[src/rtl/vote_input_debounce_if.sv]
// Board-side bundle for the voter input conditioning stage:
// raw switch levels in, clean levels plus status out.
interface vote_input_debounce_if;
    logic x_raw;
    logic y_raw;
    logic z_raw;
    logic x;
    logic y;
    logic z;
    logic changed;
    logic vote_valid;

    // Board / stimulus side: drives raw levels, observes results.
    modport master (
        output x_raw,
        output y_raw,
        output z_raw,
        input  x,
        input  y,
        input  z,
        input  changed,
        input  vote_valid
    );

    // Conditioning stage side.
    modport slave (
        input  x_raw,
        input  y_raw,
        input  z_raw,
        output x,
        output y,
        output z,
        output changed,
        output vote_valid
    );
endinterface

[src/rtl/vote_input_debounce.sv]
// Three-channel synchroniser + debouncer feeding the majority voter,
// with a shared change strobe and a startup hold-off flag.
module vote_input_debounce #(
    parameter int STABLE_CYCLES = 1000000,
    parameter int CNT_W         = 20
) (
    input logic                    clk,
    input logic                    rst,
    vote_input_debounce_if.slave   bus
);

    localparam int NCH = 3;

    // Final count value before the output is allowed to follow.
    localparam logic [CNT_W-1:0] LAST = CNT_W'(STABLE_CYCLES - 1);

    logic [NCH-1:0]   raw;
    logic [NCH-1:0]   s1_q;
    logic [NCH-1:0]   s2_q;
    logic [NCH-1:0]   deb_q;
    logic [NCH-1:0]   deb_d;
    logic [NCH-1:0]   fire;
    logic [CNT_W-1:0] cnt_q [NCH];
    logic [CNT_W-1:0] cnt_d [NCH];
    logic             chg_q;
    logic             chg_d;

    logic [CNT_W-1:0] st_cnt_q;
    logic [CNT_W-1:0] st_cnt_d;
    logic [1:0]       arm_q;
    logic [1:0]       arm_d;
    logic             valid_q;
    logic             valid_d;

    assign raw = {bus.z_raw, bus.y_raw, bus.x_raw};

    // Two-flop synchroniser per channel; the only consumer of raw.
    always_ff @(posedge clk) begin
        if (rst) begin
            s1_q <= '0;
            s2_q <= '0;
        end else begin
            s1_q <= raw;
            s2_q <= s1_q;
        end
    end

    // Per-channel stability count: any return to the held level
    // clears it, so bounce always restarts the run from zero.
    always_comb begin
        deb_d = deb_q;
        fire  = '0;
        for (int i = 0; i < NCH; i++) begin
            cnt_d[i] = cnt_q[i];
            if (s2_q[i] == deb_q[i]) begin
                cnt_d[i] = '0;
            end else if (cnt_q[i] == LAST) begin
                deb_d[i] = s2_q[i];
                cnt_d[i] = '0;
                fire[i]  = 1'b1;
            end else begin
                cnt_d[i] = cnt_q[i] + 1'b1;
            end
        end
        chg_d = |fire;
    end

    // Debounced levels, counters and the merged change strobe.
    always_ff @(posedge clk) begin
        if (rst) begin
            deb_q <= '0;
            chg_q <= 1'b0;
            for (int i = 0; i < NCH; i++) begin
                cnt_q[i] <= '0;
            end
        end else begin
            deb_q <= deb_d;
            chg_q <= chg_d;
            for (int i = 0; i < NCH; i++) begin
                cnt_q[i] <= cnt_d[i];
            end
        end
    end

    // Startup hold-off: count to LAST, then two arm stages so the
    // flag rises on the same edge a steady input would first appear.
    always_comb begin
        st_cnt_d = st_cnt_q;
        arm_d    = arm_q;
        valid_d  = valid_q;
        if (!valid_q) begin
            if (st_cnt_q != LAST) begin
                st_cnt_d = st_cnt_q + 1'b1;
            end
            arm_d[0] = arm_q[0] | (st_cnt_q == LAST);
            arm_d[1] = arm_q[0];
            valid_d  = arm_q[1];
        end
    end

    // Startup counter and sticky valid flag.
    always_ff @(posedge clk) begin
        if (rst) begin
            st_cnt_q <= '0;
            arm_q    <= '0;
            valid_q  <= 1'b0;
        end else begin
            st_cnt_q <= st_cnt_d;
            arm_q    <= arm_d;
            valid_q  <= valid_d;
        end
    end

    assign bus.x          = deb_q[0];
    assign bus.y          = deb_q[1];
    assign bus.z          = deb_q[2];
    assign bus.changed    = chg_q;
    assign bus.vote_valid = valid_q;

endmodule

[src/flat_wrapper.sv]
// flat-port wrapper written by rule: the top's interface ports become plain ports
module vote_input_debounce_flat 
#(
    parameter int STABLE_CYCLES = 1000000,
    parameter int CNT_W         = 20
)
  (clk, rst, bus_x_raw, bus_y_raw, bus_z_raw, bus_x, bus_y, bus_z, bus_changed, bus_vote_valid);
  vote_input_debounce_if bus_i ();
  input logic clk;
  input logic rst;
  input wire logic [$bits(bus_i.x_raw)-1:0] bus_x_raw;
  input wire logic [$bits(bus_i.y_raw)-1:0] bus_y_raw;
  input wire logic [$bits(bus_i.z_raw)-1:0] bus_z_raw;
  output wire logic [$bits(bus_i.x)-1:0] bus_x;
  output wire logic [$bits(bus_i.y)-1:0] bus_y;
  output wire logic [$bits(bus_i.z)-1:0] bus_z;
  output wire logic [$bits(bus_i.changed)-1:0] bus_changed;
  output wire logic [$bits(bus_i.vote_valid)-1:0] bus_vote_valid;
  assign bus_i.x_raw = bus_x_raw;
  assign bus_i.y_raw = bus_y_raw;
  assign bus_i.z_raw = bus_z_raw;
  assign bus_x = bus_i.x;
  assign bus_y = bus_i.y;
  assign bus_z = bus_i.z;
  assign bus_changed = bus_i.changed;
  assign bus_vote_valid = bus_i.vote_valid;
  vote_input_debounce #(.STABLE_CYCLES(STABLE_CYCLES), .CNT_W(CNT_W)) u_core (.clk(clk), .rst(rst), .bus(bus_i));
endmodule
[config.mk]
export PLATFORM = sky130hd
export DESIGN_NAME = vote_input_debounce_flat
export DESIGN_NICKNAME = d
export VERILOG_FILES = /design/src/rtl/vote_input_debounce_if.sv /design/src/rtl/vote_input_debounce.sv /design/src/flat_wrapper.sv
export SDC_FILE = /design/constraint.sdc
export NUM_CORES = 1
export LEC_CHECK = 0
export ABC_AREA = 1
export BUFFER_PORTS_ARGS = -buffer_cell sky130_fd_sc_hd__buf_4
export CAP_MARGIN = 20
export CORE_MARGIN = 2
export CORE_UTILIZATION = 45
export CTS_CLUSTER_DIAMETER = 150
export CTS_CLUSTER_SIZE = 10
export DETAILED_ROUTE_END_ITERATION = 8
export PLACE_DENSITY = 0.66
export SYNTH_ARGS = -nofsm -noshare
export SYNTH_HDL_FRONTEND = slang
export SYNTH_SLANG_ARGS = --single-unit
[constraint.sdc]
create_clock -name clk -period 2 [get_ports clk]
set_input_delay 0.2 -clock clk [delete_from_list [all_inputs] [get_ports clk]]
set_output_delay 0.2 -clock clk [all_outputs]
set_load 0.05 [all_outputs]
==> results of run 1 <==
==> registers in the layout, summed over array words and instances (netlist names) <==
register / flops
u_core.bus.vote_valid: 1
u_core.s1_q: 3
u_core.cnt_q: 60
u_core.st_cnt_q: 20
u_core.s2_q: 3
u_core.arm_q: 2
u_core.bus.changed: 1
u_core.deb_q: 3
==> synth_stat cells <==
cell type and count:
nor2_1 135, nand3_1 49, nor3_2 8, nand3_2 7, nor3_1 13, or2_0 4
and2_1 1, clkbuf_1 2, nor2_4 6, nand2_2 10, o21a_1 1, inv_1 77
buf_6 5, a21oi_1 34, nand3b_1 5, nor2_2 9, nand4_1 17, nand2_1 163
ha_1 4, buf_2 1, a21oi_2 9, xor2_1 14, buf_4 2, nand2_4 1
or2_2 1, o21bai_1 2, o21ai_1 1, inv_2 3, nand3_4 2, clkbuf_8 1
nand3b_2 1, dfxtp_1 93, xnor2_1 10, nor2_8 1, o21ai_0 9
==> cells in the final DEF, fill, tap and decap left out, types with 8 or more instances in the layout <==
cell	instances
nor2_2	9
nand2_1	163
nand4_1	17
xnor2_1	10
nor2_1	135
inv_1	77
a21oi_2	9
nor3_1	13
nand2_2	10
nand3_1	49
xor2_1	14
dfxtp_1	93
nor3_2	8
o21ai_0	9
a21oi_1	34
buf_4	15
clkbuf_8	9
==> power breakdown <==
part | internal (mW) | switching, mW
combinational | 0.0280 | 0.0406
clock | 0.467 | 0.720
sequential | 1.86 | 0.0134
==> worst max path at each step <==
stage | startpoint | to | slack (ns) | cells past startpoint
6_report | u_core.cnt_q[0][40]$_SDFF_PP0_ | u_core.cnt_q[0][58]$_SDFF_PP0_ | 0.28 | 8
5_1_grt | u_core.cnt_q[0][40]$_SDFF_PP0_ | u_core.cnt_q[0][54]$_SDFF_PP0_ | 0.1 | 8
4_1_cts | u_core.cnt_q[0][40]$_SDFF_PP0_ | u_core.cnt_q[0][58]$_SDFF_PP0_ | 0.26 | 8
3_5_place_dp | u_core.cnt_q[0][40]$_SDFF_PP0_ | u_core.cnt_q[0][58]$_SDFF_PP0_ | 0.29 | 8
3_3_place_gp | u_core.cnt_q[0][40]$_SDFF_PP0_ | u_core.cnt_q[0][58]$_SDFF_PP0_ | 0.36 | 8
2_1_floorplan | u_core.cnt_q[0][20]$_SDFF_PP0_ | u_core.cnt_q[0][30]$_SDFF_PP0_ | 0.55 | 9
==> metal layers <==
| metal | routed length [um] | share of wire [%] | up-vias | global-route usage [%] |
|---|---|---|---|---|
| met5 | 0 | 0 | - | 0 |
| met4 | 150 | 1.6 | 0 | 5.59 |
| met3 | 317 | 3.3 | 17 | 4.70 |
| met2 | 4620 | 48 | 55 | 30.4 |
| met1 | 4520 | 47 | 1913 | 21.6 |
| li1 | - | - | 2245 | - |
==> area by class of cell <==
cell class,instances,share of cell area [%]
clock buffer,9,2.36
clock inverter,7,1.07
multi-input combinational,517,49.6
timing repair buffer,16,2.53
sequential,93,35.5
tap,136,3.24
inverter,80,5.72
==> kinds of logic after synthesis <==
logic type	Yosys count
AND/OR/NAND/NOR	433
buffers and inverters	91
AO/OA/AOI/OAI	56
adder cells (fa/ha/maj)	4
flip-flops	93
XOR/XNOR	24
==> critical path, cell delays in order (launching register included) <==
cell and delay (ns):
dfxtp_1 0.41, ha_1 0.19, nand2_1 0.10, nor2_4 0.14, nand3_1 0.13, nor2_2 0.12, nand2_1 0.10, nand2_2 0.31
nor2_1 0.09
==> run metrics, run 1 <==
mux contribution to synthesized area=0%; Clk pin slew, worst setup/hold paths=0.10 ns; top-area cell type share of the netlist area=between 30% and 40%; DIE AREA=~0.012 mm^2; hold_sp=bus_y_raw; Avg Cell Area, Syn=6.94 um^2; r2r endpoint=u_core.cnt_q[0][58]$_SDFF_PP0_; vias in the first global route=approximately 4000; largest net degree at the start of global routing=21; Initial Util=around 47%; f_max=between 500 and 600 MHz; Reg area=~0.0019 mm^2; Post-Synth Simple-Gate Area=around two fifths; initial antenna violation count=0; Filler cells=between 1000 and 1500; clk_skew=roughly 0.016 ns; reg2reg start=u_core.cnt_q[0][40]$_SDFF_PP0_; pre-CTS setup slack=between 0.2 and 0.3 ns; number of port buffers=9; post-cts sizing count=0; nets=726; DPL Wire Length=just over 7000 um; routability cong.=between 0.8 and 0.9; unrepaired setup endpoints after global routing=no; pwr/cell area=597 mW/mm^2; multi-input combinational cell area=around 0.0026 mm^2; synth-to-layout area growth=7.92%; Slew headroom=around two thirds; post-synthesis adder-cell area fraction=slightly above 1%; Max Transition Viols Final=0; Hold WC Path Type=input port to flop; Syn Nets=~700; CTS tree=built; core footprint=around 0.010 mm^2; clock latency at the later pin of the worst-skew pair=0.38 ns; Compound-Gate Fraction of Synth Area=roughly 6.6%; post-synthesis cell area=roughly 0.0049 mm^2; mean number of vias per cell=roughly 5; Post-DP Area=0.00507 mm^2; CP startpoint kind=flop; Mapped Cells=701; design area=between 0.005 and 0.006 mm^2; path depth of the worst reg2reg path=8; top cells by area, synth=dfxtp_1 (38%), nand2_1 (13%), nor2_1 (10%); kind of critical path=flop to flop; post-synthesis cell type count=35; fin crit period=between 1.5 and 2 ns; hold slack=~0.023 ns; post-route core utilization=between 50% and 60%; worst-margin pin slew=between 0.5 and 0.6 ns; Tot GR Track Use=between 15 and 20%; Die Y=108 um; total negative slack=0 ns; io pins=10; worst hold path endpoint=u_core.s1_q[1]$_SDFF_PP0_; H-tree levels=3; drt total wl=9610 um; CP arrival=1.97 ns; CP required=between 2 and 2.5 ns; 1st-iter DRT viols=between 100 and 150; final hold viol count=0; largest family of logic cells by synthesized area=simple AND/OR/NAND/NOR gates; drt pass-1 iters=5; leakage power=~1.7 nW; Placed Instances=approximately 840; Seq cells post-synth=93; max-cap violations=0; Pwr Total=~3.1 mW; Finished Layout Cells=between 800 and 900; total CTS buffers=9; final period utilization=roughly 86%; crit path capture type=flop; via count=4230; Synth Area in XOR/XNOR=~4.3%; Site Rows=37; R2R Setup Slk=about 0.28 ns; Chip Width=about 110 um; hold buffer count at CTS=0; outcome=completed; Hold Crit Depth=3; grt ovf=0; WL/cell=around 11 um; diode count=0; CTS max path bufs=2; Synth area leader=dfxtp_1; share of layout cells above drive strength 1=between 10% and 20%; CTS root buf=clkbuf_8; first-pass GRT wire length=16700 um; DRC=0; Ys Warns=0; worst setup margin=around 0.28 ns; Seq/Total Area, Yosys=about two fifths; final antenna-violating net count=0; Max VDD drop=0.367 mV; Final Setup Violations=0; CTS Sinks=a little over 90; Crit Path Max Fanout=20; post-CTS setup buffers=0
(Power assumes the default switching activity.)
==> run 2, diff against run 1 <==
--- a/config.mk
+++ b/config.mk
@@ -6,11 +6,10 @@
 export NUM_CORES = 1
 export LEC_CHECK = 0
 export ABC_AREA = 1
-export BUFFER_PORTS_ARGS = -buffer_cell sky130_fd_sc_hd__buf_4
+export BUFFER_PORTS_ARGS = -buffer_cell sky130_fd_sc_hd__buf_2
 export CAP_MARGIN = 20
 export CORE_MARGIN = 2
 export CORE_UTILIZATION = 45
-export CTS_CLUSTER_DIAMETER = 150
 export CTS_CLUSTER_SIZE = 10
 export DETAILED_ROUTE_END_ITERATION = 8
 export PLACE_DENSITY = 0.66
==> run metrics, run 2 (synthesis results as in run 1) <==
outcome=completed; worst setup margin=between 0.2 and 0.25 ns; critical path's slowest cell=dfxtp_1; DIE AREA=0.0117 mm^2; worst-path cell chain=ha_1, nand2_1, nor2_4, nand3_1, nor2_2, nand2_1, nand2_2, nor2_1; H-tree levels=3; f_max=approximately 560 MHz; hold buffer count at CTS=0; CP startpoint kind=flop; final hold viol count=0; grt ovf=0; clk_skew=around 0.0092 ns; Post-DP Area=slightly above 0.005 mm^2; io pins=10; drt total wl=roughly 9400 um; total CTS buffers=9; Crit Path Max Fanout=20; final period utilization=about 89%; critical path's largest stage delay=0.41 ns; first-pass GRT wire length=16300 um; post-route core utilization=approximately half; Slew headroom=about two thirds; via count=roughly 4200; nets=a little over 700; core footprint=0.0104 mm^2; synth-to-layout area growth=7.15%; CTS max path bufs=2; Max Transition Viols Final=0; Site Rows=37; Hold WC Path Type=input port to flop; design area=around 0.0052 mm^2; commonest cells after routing, fill and taps aside=nand2_1 (163), nor2_1 (135), dfxtp_1 (93); DRC=0; Clk pin slew, worst setup/hold paths=roughly 0.090 ns; max-cap violations=0; CTS root buf=clkbuf_8; Chip Width=about 110 um; WL/cell=between 10 and 15 um; post-CTS setup buffers=0; Reg area=approximately 0.0019 mm^2; CP arrival=between 2 and 2.5 ns; mean number of vias per cell=4.87; pre-CTS setup slack=around 0.19 ns; most common cell after layout, fill and taps aside=nand2_1; multi-input combinational cell area=approximately 0.0026 mm^2; Finished Layout Cells=856; CTS tree=built; Filler cells=a little over 1000; Top Registers=u_core.cnt_q: 60 flops, u_core.st_cnt_q: 20 flops; Worst path top cell family by delay=simple AND/OR/NAND/NOR gates; Placed Instances=841; Tot GR Track Use=between 15 and 20%; fin crit period=between 1.5 and 2 ns; kind of critical path=flop to flop; diode count=0; max FFs per register=60; Max VDD drop=0.456 mV; pwr/cell area=around 600 mW/mm^2; DPL Wire Length=about 7000 um; vias in the first global route=roughly 3800; leakage power=roughly 1.7 nW; share of layout cells above drive strength 1=between 10% and 20%; largest net degree at the start of global routing=21; Die Y=108 um; post-cts sizing count=0; routability cong.=0.914; initial antenna violation count=0; most frequent CP cell=nand2_1; final antenna-violating net count=0; CP required=~2.2 ns; Final Setup Violations=0; 1st-iter DRT viols=129; total negative slack=0 ns; worst-margin pin slew=roughly 0.49 ns; number of port buffers=9; CTS Sinks=93; unrepaired setup endpoints after global routing=no; crit path capture type=flop; drt pass-1 iters=4; WP buf/inv=0; clock latency at the later pin of the worst-skew pair=~0.36 ns; Initial Util=46.7%; Most flops, register=u_core.cnt_q
-- run 2: cell count changes in the layout (fill, tap and decap cells not counted), sizes merged --
cell	delta
buf	-1
inv	-3
bufinv	+1
clkbuf	+1
-- run 2: power by group --
group | internal, mW | total [mW] | switching [mW] | leakage, nW
Combinational | 0.0242 | 0.0654 | 0.0412 | 0.891
Sequential | 1.86 | 1.88 | 0.0137 | 0.751
Clock | 0.565 | 1.20 | 0.634 | 0.0919
Total | 2.45 | 3.14 | 0.689 | 1.73
-- run 2: metrics by stage --
stage / hold slack [ns] / power, mW
after floorplan: 0.269 / 1.97
after detailed placement: 0.400 / 1.99
after global placement: 0.395 / 1.98
after CTS: 0.0285 / 3.20
after global routing: 0.0371 / 3.27
final: 0.0404 / 3.14
-- run 2: final timing paths --
check / startpoint / endpoint / slack [ns] / cells after the start
worst max-delay path: u_core.cnt_q[0][40]$_SDFF_PP0_ / u_core.cnt_q[0][55]$_SDFF_PP0_ / 0.22 / 8
worst max register to register: u_core.cnt_q[0][40]$_SDFF_PP0_ / u_core.cnt_q[0][55]$_SDFF_PP0_ / 0.22 / 8
worst min register to register: u_core.s1_q[1]$_SDFF_PP0_ / u_core.s2_q[1]$_SDFF_PP0_ / 0.41 / 2
worst min-delay path: bus_x_raw / u_core.s1_q[0]$_SDFF_PP0_ / 0.04 / 3
-- run 2: cell type report --
| type | count | area share (%) |
|---|---|---|
| clock inverters | 5 | 1.01 |
| multi-input cells | 517 | 50.1 |
| repair buffers | 15 | 1.73 |
| clock buffers | 10 | 2.45 |
| inverters | 80 | 5.76 |
| flip-flops and latches | 93 | 35.7 |
| well taps | 136 | 3.26 |
-- run 2: tightest hold or removal path: cells and delay by family --
family / cells / cell delay [ns]
and+or+nand+nor: 1 / 0.06
buffers and inverters: 2 / 0.10
-- run 2: layer usage --
| metal | track usage (%) | wire length [um] | up-vias |
|---|---|---|---|
| li1 | - | - | 2240 |
| met1 | 21.1 | 4480 | 1858 |
| met2 | 30.1 | 4410 | 59 |
| met3 | 3.98 | 344 | 13 |
| met4 | 5.22 | 127 | 0 |
| met5 | 0 | 0 | - |
